**config.mk**
```make
export PLATFORM = sky130hd
export DESIGN_NAME = lcd_pixel_feeder_flat
export DESIGN_NICKNAME = d
export VERILOG_FILES = /design/src/rtl/lcd_pixel_feeder_if.sv /design/src/rtl/lcd_pixel_feeder.sv /design/src/flat_wrapper.sv
export SDC_FILE = /design/constraint.sdc
export NUM_CORES = 1
export LEC_CHECK = 0
export CORE_ASPECT_RATIO = 1.2
export CORE_UTILIZATION = 59
export CTS_BUF_LIST = sky130_fd_sc_hd__clkbuf_8
export CTS_CLUSTER_DIAMETER = 120
export DETAILED_ROUTE_END_ITERATION = 6
export DONT_BUFFER_PORTS = 1
export PLACE_DENSITY = 0.83
export REMOVE_ABC_BUFFERS = 1
export SYNTH_ARGS = -nofsm -noshare
export SYNTH_HDL_FRONTEND = slang
export SYNTH_SLANG_ARGS = --single-unit
```
**constraint.sdc**
```tcl
create_clock -name clk -period 3.2 [get_ports clk]
set_input_delay 0.64 -clock clk [delete_from_list [all_inputs] [get_ports clk]]
set_output_delay 0.64 -clock clk [all_outputs]
set_load 0.005 [all_outputs]
```
**src/rtl/lcd_pixel_feeder_if.sv**
```systemverilog
// Signals between the PPU pixel stream and the LCD framebuffer write port.
// The feeder sits on the slave side.
interface lcd_pixel_feeder_if;
  logic        ce;
  logic        pix_valid;
  logic [14:0] pix_data;
  logic [1:0]  mode;
  logic        on;
  logic        isGBC;
  logic        lcd_clkena;
  logic [14:0] lcd_data;
  logic [1:0]  lcd_mode;
  logic        lcd_on;
  logic        overflow;
  logic        short_frame;

  modport master (
    output ce, pix_valid, pix_data, mode, on, isGBC,
    input  lcd_clkena, lcd_data, lcd_mode, lcd_on, overflow, short_frame
  );

  modport slave (
    input  ce, pix_valid, pix_data, mode, on, isGBC,
    output lcd_clkena, lcd_data, lcd_mode, lcd_on, overflow, short_frame
  );
endinterface

```
**src/rtl/lcd_pixel_feeder.sv**
```systemverilog
// Buffers PPU pixels in a small FIFO and drains them to the LCD framebuffer at one per ce.
// It also withholds vblank until the FIFO has drained, and paints a white frame when the LCD is switched off.
module lcd_pixel_feeder #(
  parameter int DEPTH = 8,
  parameter int LCD_W = 160,
  parameter int LCD_H = 144
) (
  input logic               clk,
  input logic               reset,
  lcd_pixel_feeder_if.slave bus
);
  localparam int          AW        = $clog2(DEPTH);
  localparam logic [AW:0] PTR_ONE   = (AW + 1)'(1);
  localparam logic [14:0] FRAME_PIX = 15'(LCD_W * LCD_H);

  localparam logic [1:0] ST_RUN      = 2'd0;
  localparam logic [1:0] ST_FILL_RST = 2'd1;
  localparam logic [1:0] ST_FILL     = 2'd2;
  localparam logic [1:0] ST_OFF      = 2'd3;

  localparam logic [1:0] MODE_VBLANK = 2'b01;
  localparam logic [1:0] MODE_XFER   = 2'b11;

  logic [1:0]  state;
  logic [14:0] fifo_mem [DEPTH];
  logic [AW:0] wr_ptr, rd_ptr;
  logic [14:0] pix_cnt, fill_cnt;
  logic        on_d;

  logic        lcd_clkena_q, lcd_on_q, overflow_q, short_frame_q;
  logic [14:0] lcd_data_q;
  logic [1:0]  lcd_mode_q;

  logic        empty, full, on_rise, on_fall, push, pop, vblank_fwd;
  logic [14:0] white;

  always_comb begin
    empty      = (wr_ptr == rd_ptr);
    full       = (wr_ptr[AW] != rd_ptr[AW]) && (wr_ptr[AW-1:0] == rd_ptr[AW-1:0]);
    on_rise    = bus.on && !on_d;
    on_fall    = on_d && !bus.on;
    push       = (state == ST_RUN) && !on_fall && bus.pix_valid && !full;
    pop        = (state == ST_RUN) && !on_fall && bus.ce && !empty;
    // Vblank may only reach the LCD once every queued pixel, including one arriving now, is written.
    vblank_fwd = (bus.mode == MODE_VBLANK) && (lcd_mode_q != MODE_VBLANK) && empty && !push;
    white      = bus.isGBC ? 15'h7FFF : 15'h0000;
  end

  // NOTE: FIFO storage is deliberately left out of reset; the pointers alone decide which entries are live.
  always_ff @(posedge clk) begin
    if (push) fifo_mem[wr_ptr[AW-1:0]] <= bus.pix_data;
  end

  always_ff @(posedge clk) begin
    if (reset) begin
      state         <= ST_RUN;
      wr_ptr        <= '0;
      rd_ptr        <= '0;
      pix_cnt       <= '0;
      fill_cnt      <= '0;
      on_d          <= 1'b0;
      lcd_clkena_q  <= 1'b0;
      lcd_data_q    <= '0;
      lcd_mode_q    <= MODE_VBLANK;
      lcd_on_q      <= 1'b0;
      overflow_q    <= 1'b0;
      short_frame_q <= 1'b0;
    end else begin
      on_d         <= bus.on;
      lcd_clkena_q <= 1'b0;
      if (state != ST_RUN && on_rise) begin
        // Abort the white fill: one vblank clk restarts the LCD pointer for the fresh frame.
        state      <= ST_RUN;
        wr_ptr     <= '0;
        rd_ptr     <= '0;
        pix_cnt    <= '0;
        lcd_mode_q <= MODE_VBLANK;
        lcd_on_q   <= 1'b1;
      end else begin
        case (state)
          ST_RUN: begin
            if (on_fall) begin
              state      <= ST_FILL_RST;
              wr_ptr     <= '0;
              rd_ptr     <= '0;
              lcd_mode_q <= MODE_VBLANK;
              lcd_on_q   <= 1'b1;
            end else begin
              lcd_on_q <= bus.on;
              if (push) wr_ptr <= wr_ptr + PTR_ONE;
              if (pop) begin
                rd_ptr       <= rd_ptr + PTR_ONE;
                lcd_clkena_q <= 1'b1;
                lcd_data_q   <= fifo_mem[rd_ptr[AW-1:0]];
                // Saturating at FRAME_PIX means "a full frame was delivered".
                if (pix_cnt != FRAME_PIX) pix_cnt <= pix_cnt + 15'd1;
              end
              if (bus.pix_valid && full) overflow_q <= 1'b1;
              if (bus.mode != MODE_VBLANK) begin
                lcd_mode_q <= bus.mode;
              end else if (vblank_fwd) begin
                lcd_mode_q <= MODE_VBLANK;
                pix_cnt    <= '0;
                if (pix_cnt < FRAME_PIX) short_frame_q <= 1'b1;
              end
            end
          end
          ST_FILL_RST: begin
            state      <= ST_FILL;
            fill_cnt   <= '0;
            lcd_mode_q <= MODE_XFER;
            lcd_on_q   <= 1'b1;
          end
          ST_FILL: begin
            lcd_mode_q <= MODE_XFER;
            lcd_on_q   <= 1'b1;
            if (bus.ce) begin
              lcd_clkena_q <= 1'b1;
              lcd_data_q   <= white;
              fill_cnt     <= fill_cnt + 15'd1;
              if (fill_cnt == FRAME_PIX - 15'd1) state <= ST_OFF;
            end
          end
          default: begin
            // ST_OFF: DMG shows its lightest shade with the panel off; GBC must keep showing the white buffer.
            lcd_mode_q <= MODE_VBLANK;
            lcd_on_q   <= bus.isGBC;
          end
        endcase
      end
    end
  end

  assign bus.lcd_clkena  = lcd_clkena_q;
  assign bus.lcd_data    = lcd_data_q;
  assign bus.lcd_mode    = lcd_mode_q;
  assign bus.lcd_on      = lcd_on_q;
  assign bus.overflow    = overflow_q;
  assign bus.short_frame = short_frame_q;

endmodule
```
**src/flat_wrapper.sv**
```systemverilog
// flat-port wrapper written by rule: the top's interface ports become plain ports
module lcd_pixel_feeder_flat 
#(
  parameter int DEPTH = 8,
  parameter int LCD_W = 160,
  parameter int LCD_H = 144
)
  (clk, reset, bus_ce, bus_pix_valid, bus_pix_data, bus_mode, bus_on, bus_isGBC, bus_lcd_clkena, bus_lcd_data, bus_lcd_mode, bus_lcd_on, bus_overflow, bus_short_frame);
  lcd_pixel_feeder_if bus_i ();
  input logic clk;
  input logic reset;
  input wire logic [$bits(bus_i.ce)-1:0] bus_ce;
  input wire logic [$bits(bus_i.pix_valid)-1:0] bus_pix_valid;
  input wire logic [$bits(bus_i.pix_data)-1:0] bus_pix_data;
  input wire logic [$bits(bus_i.mode)-1:0] bus_mode;
  input wire logic [$bits(bus_i.on)-1:0] bus_on;
  input wire logic [$bits(bus_i.isGBC)-1:0] bus_isGBC;
  output wire logic [$bits(bus_i.lcd_clkena)-1:0] bus_lcd_clkena;
  output wire logic [$bits(bus_i.lcd_data)-1:0] bus_lcd_data;
  output wire logic [$bits(bus_i.lcd_mode)-1:0] bus_lcd_mode;
  output wire logic [$bits(bus_i.lcd_on)-1:0] bus_lcd_on;
  output wire logic [$bits(bus_i.overflow)-1:0] bus_overflow;
  output wire logic [$bits(bus_i.short_frame)-1:0] bus_short_frame;
  assign bus_i.ce = bus_ce;
  assign bus_i.pix_valid = bus_pix_valid;
  assign bus_i.pix_data = bus_pix_data;
  assign bus_i.mode = bus_mode;
  assign bus_i.on = bus_on;
  assign bus_i.isGBC = bus_isGBC;
  assign bus_lcd_clkena = bus_i.lcd_clkena;
  assign bus_lcd_data = bus_i.lcd_data;
  assign bus_lcd_mode = bus_i.lcd_mode;
  assign bus_lcd_on = bus_i.lcd_on;
  assign bus_overflow = bus_i.overflow;
  assign bus_short_frame = bus_i.short_frame;
  lcd_pixel_feeder #(.DEPTH(DEPTH), .LCD_W(LCD_W), .LCD_H(LCD_H)) u_core (.clk(clk), .reset(reset), .bus(bus_i));
endmodule
```
==> results of run 1 <==
metrics by stage:
| step | worst slack [ns] | instance area [µm²] | util, % | power, mW | hold WS, ns |
|---|---|---|---|---|---|
| detailed placement | 0.803 | 7850 | 62.3 | 4.02 | 0.484 |
| global placement | 0.855 | 7850 | 62.3 | 3.95 | 0.469 |
| floorplan | 0.203 | 7480 | - | 3.66 | 0.458 |
| global route | 0.645 | 8240 | 65.3 | 5.71 | 0.210 |
| CTS | 0.798 | 8240 | 65.3 | 5.52 | 0.210 |
| finish | 0.760 | 8240 | 65.3 | 5.51 | 0.220 |
layout make-up:
class                      instances  area share, %
clock inverter                    15           1.88
sequential                       185           59.5
tap                              164           2.49
timing repair buffer              16           1.61
clock buffer                      17           2.84
inverter                          10          0.456
multi-input combinational        313           31.2
cells in the mapped netlist (all sizes together) (10+ instances only):
| master | count |
|---|---|
| a21oi | 19 |
| clkbuf | 14 |
| dfxtp | 65 |
| edfxtp | 120 |
| inv | 10 |
| mux2i | 15 |
| mux4 | 30 |
| nand2 | 21 |
| nand3 | 19 |
| nor2 | 55 |
| nor3 | 14 |
| o21ai | 14 |
| o221a | 15 |
| xnor2 | 22 |
registers in the layout, indices dropped and copies added (netlist names), named ones only:
register	cells
u_core.rd_ptr	4
u_core.fifo_mem	120
u_core.bus.lcd_on	1
u_core.pix_cnt	15
u_core.bus.lcd_mode	2
u_core.bus.short_frame	1
u_core.wr_ptr	4
u_core.bus.lcd_data	15
u_core.state	2
u_core.bus.lcd_clkena	1
u_core.fill_cnt	15
u_core.bus.overflow	1
u_core.on_d	1
worst register-to-register path, cell delays in order, from the launching register on:
cell     delay [ns]
dfxtp_1        0.62
xnor2_1        0.20
and4_1         0.30
or3_1          0.48
nor3b_2        0.21
buf_4          0.30
cells by family after synthesis:
| group | count (synthesis) | share of synthesized area [%] |
|---|---|---|
| AOI/OAI and AO/OA | 68 | 6.72 |
| xor gates and xnor gates | 25 | 2.89 |
| adders and majority gates | 9 | 1.49 |
| buffers and inverters | 33 | 1.78 |
| DFF | 185 | 64.8 |
| muxes | 46 | 11.1 |
| and+or+nand+nor | 165 | 11.3 |
layer usage:
metal	vias up	global-route usage (%)
li1	2064	-
met2	165	42.1
met1	2257	27.2
met4	0	10.5
met3	30	6.06
met5	-	0
worst paths after layout:
check,start,to,cells after the start
worst max-delay path,u_core.wr_ptr[0],u_core.fifo_mem[2][8],5
worst min-delay path,reset,u_core.bus.lcd_on,1
worst max register to register,u_core.wr_ptr[0],u_core.fifo_mem[2][8],5
worst min register to register,u_core.fill_cnt[8],u_core.fill_cnt[8],2
power by group through the flow:
| stage | logic (mW) | registers, mW | clock network [mW] |
|---|---|---|---|
| global route | 1.13 | 2.95 | 1.63 |
| detailed placement | 1.04 | 2.98 | 0 |
| finish | 1.05 | 2.92 | 1.53 |
| CTS | 1.05 | 2.93 | 1.55 |
| global placement | 0.985 | 2.97 | 0 |
| floorplan | 0.730 | 2.93 | 0 |
==> summary.md, run 1 <==
| Metric | Value |
|---|---|
| Status | `finished clean` |
| Fraction of layout cells with a size suffix above 1 | `between 10% and 20%` |
| Chip width | `~110 µm` |
| # DRC | `0` |
| Fillers | `a little under 900` |
| Crit-path cells | `xnor2_1, and4_1, or3_1, nor3b_2, buf_4` |
| Die area | `13300 µm²` |
| Largest area contributor in the synthesized netlist | `edfxtp_1` |
| Critical Path End Type | `flop` |
| DP HPWL | `between 9000 and 10000 µm` |
| Combinational cell fraction of total power | `19.0%` |
| Antenna viol nets, final | `0` |
| CP peak stage delay | `around 0.62 ns` |
| GRT Residual Overflow | `0` |
| Switching Share | `a little under a third` |
| Main synth FF type | `edfxtp_1` |
| Total track usage | `between 20% and 30%` |
| Hold Fails Final Rpt | `0` |
| Initial drt markers | `approximately 320` |
| Clk buf depth | `2` |
| Worst Tran Pin Value | `a little over 1 ns` |
| Sequential share of power | `53.1%` |
| Synthesis Warnings | `0` |
| Initial Util | `roughly 60%` |
| Fin Clk Skew | `approximately 0.014 ns` |
| Met1 WL | `5900 µm` |
| Most frequent cells in the layout | `edfxtp_1 (120), dfxtp_1 (64), nor2_1 (55)` |
| Mapped Cells | `about 530` |
| Cts-stage hold buffer count | `0` |
| Top Metal Used | `met4` |
| VDD IR max | `0.455 mV` |
| Total CTS buffers | `17` |
| Routed len/inst | `21.0 µm` |
| # diodes | `0` |
| Setup violations, final | `0` |
| Crit path buffers/inverters | `1` |
| Initial antenna violation count | `0` |
| Post-synth EDFFs | `120` |
| Pwr Density | `about 670 nW/µm²` |
| WP data arrival | `between 2 and 3 ns` |
| Commonest non-fill, non-tap cell in the layout | `edfxtp_1` |
| Area of the multi-input gates | `roughly 2600 µm²` |
| Die Y | `around 130 µm` |
| Setup TNS | `0 ns` |
| Internal reg-to-reg setup slack | `0.76 ns` |
| DRT Pass-1 Iters | `5` |
| IO Count | `44` |
| Crit share post-route | `roughly three quarters` |
| Clk slew on worst S/H paths | `0.10 ns` |
| Clock root buffer | `clkbuf_8` |
| Crit-path leading delay family | `simple AND/OR/NAND/NOR gates` |
| Post-synthesis register bit count | `185` |
| FMAX | `roughly 410 MHz` |
| Slowest-stage cell, CP | `dfxtp_1` |
| Tmin final | `2.44 ns` |
| Internal power | `between 3 and 4 mW` |
| Clock power share | `between 20% and 30%` |
| Post_cts resized | `0` |
| Flip-flop and latch area | `4910 µm²` |
| Final cell count without fillers | `720` |
| Nets | `~580` |
| Top cells by area, synth | `edfxtp_1 (48%), dfxtp_1 (17%), mux4_2 (8.9%)` |
| Asr flop ratio synth | `0%` |
| Inst Count DP | `between 600 and 700` |
| CP Launch Type | `flop` |
| Sequential element share of the synthesized area | `between 60% and 70%` |
| Critical path class | `reg -> reg` |
| Post-synth cell types | `56` |
| PortBufs | `0` |
| P_sw | `between 1.5 and 2 mW` |
| CP max FO | `15` |
| Vias | `about 4500` |
| Area growth from synthesis to layout | `8.79%` |
| Post-CTS setup buffers | `0` |
| Max-slew violations | `0` |
| Met3 WL | `slightly below 1000 µm` |
| Pin count of the biggest net entering global routing | `31` |
| Slew margin rel. | `approximately a third` |
| Routed vias/inst | `between 6 and 7` |
| Maxcap violations | `0` |
| Critical Path RT | `about 3.4 ns` |
| Row count | `45` |
| Total Routed Length | `around 15000 µm` |
| Cell Area, Synth | `~7600 µm²` |
| RSZ-0062 raised after global routing | `false` |
| Core ar. | `12600 µm²` |
| H-tree depth | `4` |
| CTS sink cnt | `185` |
| Pleak | `2.59 nW` |
| CTS tree | `built` |
| GP Congestion | `around 0.84` |
| Mapped Avg Cell Area | `14.3 µm²` |
| Worst-skew pair later-pin latency | `around 0.48 ns` |
| First-pass GRT wire length | `23500 µm` |
| Hold WC Path Type | `in -> reg` |
| Synth top area share | `around 48%` |
| Met2 wire len | `7920 µm` |
| Vias in the first global route | `4590` |
No activity file was read; power rests on OpenSTA's default activity.
==> inputs of run 2 (changes only) <==
clock period = 2 ns   (was 3.2 ns; I/O delays follow)
==> run 2 against run 1 <==
Against the previous run: worst hold slack worse by 0.19 ns; clock power up 40%; maximum frequency is 25% higher; final cell count grew 6.1%; critical path depth increased by 2; total power rose by 60%; sequential cell count did not move; sequential share of layout area down 3.1 points; highest routed layer unchanged; first-iteration DRC count up 9.1%; die area unchanged; global-route usage up 1.3 points; combinational power grew 100%.
==> summary.md, run 2 (synthesized netlist as in run 1, its figures left out) <==
| Metric | Value |
|---|---|
| Status | `finished clean` |
| Slew margin rel. | `71.1% (+39 points)` |
| Worst slack at placement | `0.00848 ns (-0.794 ns)` |
| Commonest non-fill, non-tap cell in the layout | `edfxtp_1` |
| Most frequent cells in the layout | `edfxtp_1 (120), dfxtp_1 (62), nor2_1 (54)` |
| Core ar. | `12600 µm² (unchanged)` |
| WP data arrival | `2.31 ns (-0.29 ns)` |
| Internal reg-to-reg setup slack | `0.05 ns (-0.71 ns)` |
| Clk buf depth | `2 (unchanged)` |
| FMAX | `512 MHz (+25%)` |
| Routed vias/inst | `6.20 (-1.1%)` |
| Die area | `13300 µm² (unchanged)` |
| Initial drt markers | `346 (+9.1%)` |
| Final cell count without fillers | `764 (+6.1%)` |
| Total Routed Length | `16000 µm (+5.8%)` |
| CTS sink cnt | `185 (unchanged)` |
| Inst Count DP | `714 (+3.8%)` |
| Critical Path End Type | `flop` |
| Maxcap violations | `0 (unchanged)` |
| DRT Pass-1 Iters | `5 (unchanged)` |
| Flip-flop count of the largest register after layout | `120 (unchanged)` |
| Crit-path cells | `inv_1, ha_2, and3_4, nand2_1, a221o_1, buf_12, o221a_2` |
| Antenna viol nets, final | `0 (unchanged)` |
| Crit path buffers/inverters | `2 (+1)` |
| CTS tree | `built` |
| Die Y | `126 µm (unchanged)` |
| PortBufs | `0 (unchanged)` |
| Fin Clk Skew | `0.0160 ns (+0.00239 ns)` |
| Worst hold slack | `0.0289 ns (-0.192 ns)` |
| Crit-path leading delay family | `compound AO/OA/AOI/OAI gates` |
| Initial antenna violation count | `0 (unchanged)` |
| Total CTS buffers | `17 (unchanged)` |
| Critical path class | `reg -> reg` |
| Pleak | `2.81 nW (+8.2%)` |
| Row count | `45 (unchanged)` |
| Worst Tran Pin Value | `0.433 ns (-0.590 ns)` |
| Initial Util | `60.1% (unchanged)` |
| CP max FO | `15 (unchanged)` |
| VDD IR max | `0.724 mV (+59%)` |
| Slowest-stage cell, CP | `a221o_1` |
| H-tree depth | `4 (unchanged)` |
| Clock root buffer | `clkbuf_8` |
| Nets | `619 (+7.7%)` |
| Vias in the first global route | `4887 (+6.5%)` |
| IO Count | `44 (unchanged)` |
| Tmin final | `1.95 ns (-0.486 ns)` |
| Pin count of the biggest net entering global routing | `31 (unchanged)` |
| Clk slew on worst S/H paths | `0.09 ns (about the same)` |
| Total track usage | `25.1% (+1.3 points)` |
| Post-CTS setup buffers | `0 (unchanged)` |
| Area growth from synthesis to layout | `15.0%` |
| DP HPWL | `10400 µm (+6.8%)` |
| GP Congestion | `0.837 (about the same)` |
| Pwr Density | `1010 nW/µm² (+51%)` |
| Hold WC Path Type | `in -> reg` |
| Chip width | `105 µm (unchanged)` |
| CP Launch Type | `flop` |
| # diodes | `0 (unchanged)` |
| Hold Fails Final Rpt | `0 (unchanged)` |
| Max-slew violations | `0 (unchanged)` |
| Fraction of layout cells with a size suffix above 1 | `23.5% (+3.7 points)` |
| # DRC | `0 (unchanged)` |
| Critical Path RT | `2.36 ns (-1.00 ns)` |
| Final Power | `8.81 mW (+60%)` |
| Worst-skew pair later-pin latency | `0.47 ns (about the same)` |
| GRT Residual Overflow | `0 (unchanged)` |
| Final worst slack | `0.0464 ns (-0.714 ns)` |
| First-pass GRT wire length | `25000 µm (+6.6%)` |
| Setup violations, final | `0 (unchanged)` |
| Routed len/inst | `21.0 µm (-0.27%)` |
| RSZ-0062 raised after global routing | `true` |
| Fillers | `839 (-4.9%)` |
| Crit share post-route | `97.7% (+21 points)` |
| Vias | `4737 (+4.9%)` |
| CP peak stage delay | `0.40 ns (-0.22 ns)` |
[run 2: where the power goes]
part	switching, mW	total [mW]	internal [mW]
logic	1.15	2.10	0.951
clock network	1.27	2.14	0.870
registers	0.183	4.58	4.39
total	2.60	8.81	6.21
[run 2: per-stage QoR]
| step | util (%) | instance area, µm² | setup TNS (ns) |
|---|---|---|---|
| floorplan | - | 7480 | -101.29 |
| global placement | 64.4 | 8120 | 0 |
| detailed placement | 64.4 | 8120 | 0 |
| CTS | 67.1 | 8470 | 0 |
| global route | 69.0 | 8710 | -0.165 |
| finish | 69.0 | 8710 | 0 |
[run 2: routing by layer]
layer / track usage (%) / vias up / share of wire (%)
li1: - / 2156 / -
met1: 29.1 / 2381 / 40
met2: 43.7 / 165 / 51
met3: 6.57 / 35 / 5.9
met4: 11.4 / 0 / 2.8
met5: 0 / - / 0
[run 2: area by class of cell]
cell class / count / area, µm² / share of cell area [%]
flip-flops and latches: 185 / 4910 / 56.4
repair buffers: 60 / 591 / 6.78
clock buffers: 18 / 248 / 2.84
multi-input cells: 313 / 2630 / 30.2
clock inverters: 14 / 86.3 / 0.991
well taps: 164 / 205 / 2.36
inverters: 10 / 37.5 / 0.431
[run 2: worst reg2reg max path: cells and delay by family (launching register included)]
family          cells  cell delay, ns
buf+inv             2            0.26
compound gates      2            0.68
flops               1            0.37
fa+ha+maj           1            0.23
simple gates        2            0.30
[run 2: what timing repair did]
| action | in CTS | in global routing |
|---|---|---|
| hold endpoints to repair | 6 | 72 |
| resized for setup | 1 | 17 |
| endpoints found under the setup margin | 21 | 122 |
| pin swaps | 0 | 1 |
| hold buffers | 1 | 17 |
[run 2: path summary, 6_finish.rpt]
check	startpoint	end	cells past startpoint
worst max-delay path	u_core.state[0]	u_core.bus.lcd_data[14]	7
worst min register to register	u_core.pix_cnt[1]	u_core.pix_cnt[1]	2
worst min-delay path	bus_pix_data[6]	u_core.fifo_mem[7][6]	0
worst max register to register	u_core.state[0]	u_core.bus.lcd_data[14]	7
==> inputs of run 3 (changes only) <==
CORE_MARGIN = 2   (was unset)
GPL_ROUTABILITY_DRIVEN = 0   (was unset)
SLEW_MARGIN = 20   (was unset)
==> run 3 against run 2 <==
Against the previous run: sequential cell count did not move; critical path type unchanged; wire length is 0.69% lower; maximum frequency rose by 1.3%; final area down 0.47%; global-route usage shrank 0.83 points; final cell count decreased by 1.3%; total power increased by 4.9%; clock power increased by 21%; first-iteration DRC count increased by 23%.
==> summary.md, run 3 (synthesized netlist as in run 1, its figures left out) <==
| Metric | Value |
|---|---|
| # diodes | `0 (unchanged)` |
| Setup violations, final | `0 (unchanged)` |
| Crit share post-route | `96.4% (-1.3 points)` |
| Status | `finished clean` |
| Final cell count without fillers | `754 (-1.3%)` |
| Fraction of layout cells with a size suffix above 1 | `24.4% (+0.91 points)` |
| CTS tree | `built` |
| DRT Pass-1 Iters | `5 (unchanged)` |
| Cell area after layout | `8670 µm² (-0.47%)` |
| Die area | `13800 µm² (+3.5%)` |
| RSZ-0062 raised after global routing | `false` |
| Core ar. | `12600 µm² (unchanged)` |
| Pwr Density | `1070 nW/µm² (+5.4%)` |
| PortBufs | `0 (unchanged)` |
| Crit-path leading delay family | `simple AND/OR/NAND/NOR gates` |
| Hold WC Path Type | `in -> reg` |
| Flip-flop count of the largest register after layout | `120 (unchanged)` |
| Post-CTS setup buffers | `0 (unchanged)` |
| Total CTS buffers | `17 (unchanged)` |
| Total Routed Length | `15900 µm (-0.69%)` |
| Die Y | `128 µm (+1.6%)` |
| Critical path class | `reg -> reg` |
| Chip width | `107 µm (+1.9%)` |
| Worst r2r path cells | `5 (-2)` |
| Met1 WL | `6270 µm (-2.3%)` |
| Routed vias/inst | `6.23 (+0.49%)` |
| Crit path buffers/inverters | `0 (-2)` |
| Top Metal Used | `met4` |
| Antenna viol nets, final | `0 (unchanged)` |
| Pin count of the biggest net entering global routing | `31 (unchanged)` |
| Worst Tran Pin Value | `0.455 ns (+0.0219 ns)` |
| CTS sink cnt | `185 (unchanged)` |
| Commonest non-fill, non-tap cell in the layout | `edfxtp_1` |
| Worst hold slack | `0.0267 ns (-0.00221 ns)` |
| Vias in the first global route | `4776 (-2.3%)` |
| Initial drt markers | `426 (+23%)` |
| Fin Clk Skew | `0.0190 ns (+0.00301 ns)` |
| Maxcap violations | `0 (unchanged)` |
| Critical Path End Type | `flop` |
| Critical Path RT | `2.39 ns (+0.03 ns)` |
| Routed len/inst | `21.1 µm (+0.62%)` |
| Initial antenna violation count | `0 (unchanged)` |
| CP Launch Type | `flop` |
| Worst-skew pair later-pin latency | `0.46 ns (about the same)` |
| Clock root buffer | `clkbuf_8` |
| Row count | `45 (unchanged)` |
| H-tree depth | `4 (unchanged)` |
| VDD IR max | `0.815 mV (+13%)` |
| DP HPWL | `10400 µm (-0.32%)` |
| Pleak | `2.82 nW (+0.64%)` |
| Slew margin rel. | `69.7% (-1.5 points)` |
| Placed Area | `8130 µm² (+0.12%)` |
| Initial Util | `60.1% (unchanged)` |
| WP data arrival | `2.32 ns (about the same)` |
| FMAX | `519 MHz (+1.3%)` |
| Slowest-stage cell, CP | `or4_4` |
| Max-slew violations | `0 (unchanged)` |
| First-pass GRT wire length | `24700 µm (-1.4%)` |
| Crit-path cells | `or4_1, or4_4, o31ai_2, a21oi_2, a211oi_2` |
| GRT Residual Overflow | `0 (unchanged)` |
| Vias | `4698 (-0.82%)` |
| Nets | `609 (-1.6%)` |
| Clk buf depth | `2 (unchanged)` |
| Met3 WL | `945 µm (-0.42%)` |
| Most frequent cells in the layout | `edfxtp_1 (120), dfxtp_1 (63), nor2_1 (55)` |
| CP peak stage delay | `0.58 ns (+0.18 ns)` |
| Hold depth | `0 (unchanged)` |
| Inst Count DP | `717 (+0.42%)` |
| IO Count | `44 (unchanged)` |
| Tmin final | `1.93 ns (-0.0252 ns)` |
| Met2 wire len | `8250 µm (+0.67%)` |
| # DRC | `0 (unchanged)` |
| Hold Fails Final Rpt | `0 (unchanged)` |
| Clk slew on worst S/H paths | `0.09 ns (about the same)` |
| CP max FO | `5 (-10)` |
| Area growth from synthesis to layout | `14.4%` |
| Crit path depth | `5 (-2)` |
| Total track usage | `24.3% (-0.83 points)` |
run 3: changes by cell type in the layout (fill, tap and decap cells not counted), moves of 2 or more:
cell / previous run / this run
buf_6: 2 / 6
bufinv_16: 0 / 3
clkinv_2: 2 / 0
clkinvlp_4: 4 / 0
dlygate4sd3_1: 18 / 5
inv_8: 0 / 2
nor3b_2: 0 / 2
nor3b_4: 4 / 2
run 3: final timing paths:
path                                                to  slack [ns]                from
worst max-delay path                u_core.pix_cnt[12]        0.07  u_core.pix_cnt[13]
worst max register to register      u_core.pix_cnt[12]        0.07  u_core.pix_cnt[13]
worst min register to register       u_core.pix_cnt[1]        0.50   u_core.pix_cnt[1]
worst min-delay path            u_core.fifo_mem[0][11]        0.03    bus_pix_data[11]
run 3: layout make-up:
type,count,area (µm²)
inverter,10,37.5
fill,806,3950
timing repair buffer,50,485
sequential,185,4910
clock buffer,18,248
clock inverter,14,174
tap,164,205
multi-input combinational,313,2610
run 3: through the flow:
step / utilization (%) / worst slack (ns) / power (mW) / TNS, ns
after floorplan: - / -0.942 / 5.86 / -101.29
after global placement: 64.5 / 0.0523 / 6.55 / 0
after detailed placement: 64.5 / -0.0239 / 6.65 / -0.214
after CTS: 68.0 / 0.0108 / 9.22 / 0
after global routing: 68.7 / 0.00497 / 9.63 / 0
final: 68.7 / 0.0717 / 9.24 / 0
run 3: power by group:
part	switching (mW)	leakage, nW	internal [mW]	total [mW]
Sequential	0.172	1.61	4.39	4.56
Clock	1.31	0.226	1.29	2.59
Combinational	1.13	0.983	0.961	2.09
run 3: repair_timing:
item,CTS,global route
resized for setup,2,15
pin swaps,1,1
hold endpoints to repair,6,9
hold buffers,1,4
setup endpoints to repair,18,69
run 3: per-layer routing:
metal	vias up	global-route usage [%]
met2	172	41.5
met4	0	10.9
met5	-	0
li1	2135	-
met3	35	6.00
met1	2356	29.2
run 3: worst register-to-register path, cell delays in order, from the launching register on:
cell and delay, ns:
dfxtp_1 0.36, or4_1 0.55, or4_4 0.58, o31ai_2 0.09
a21oi_2 0.09, a211oi_2 0.19
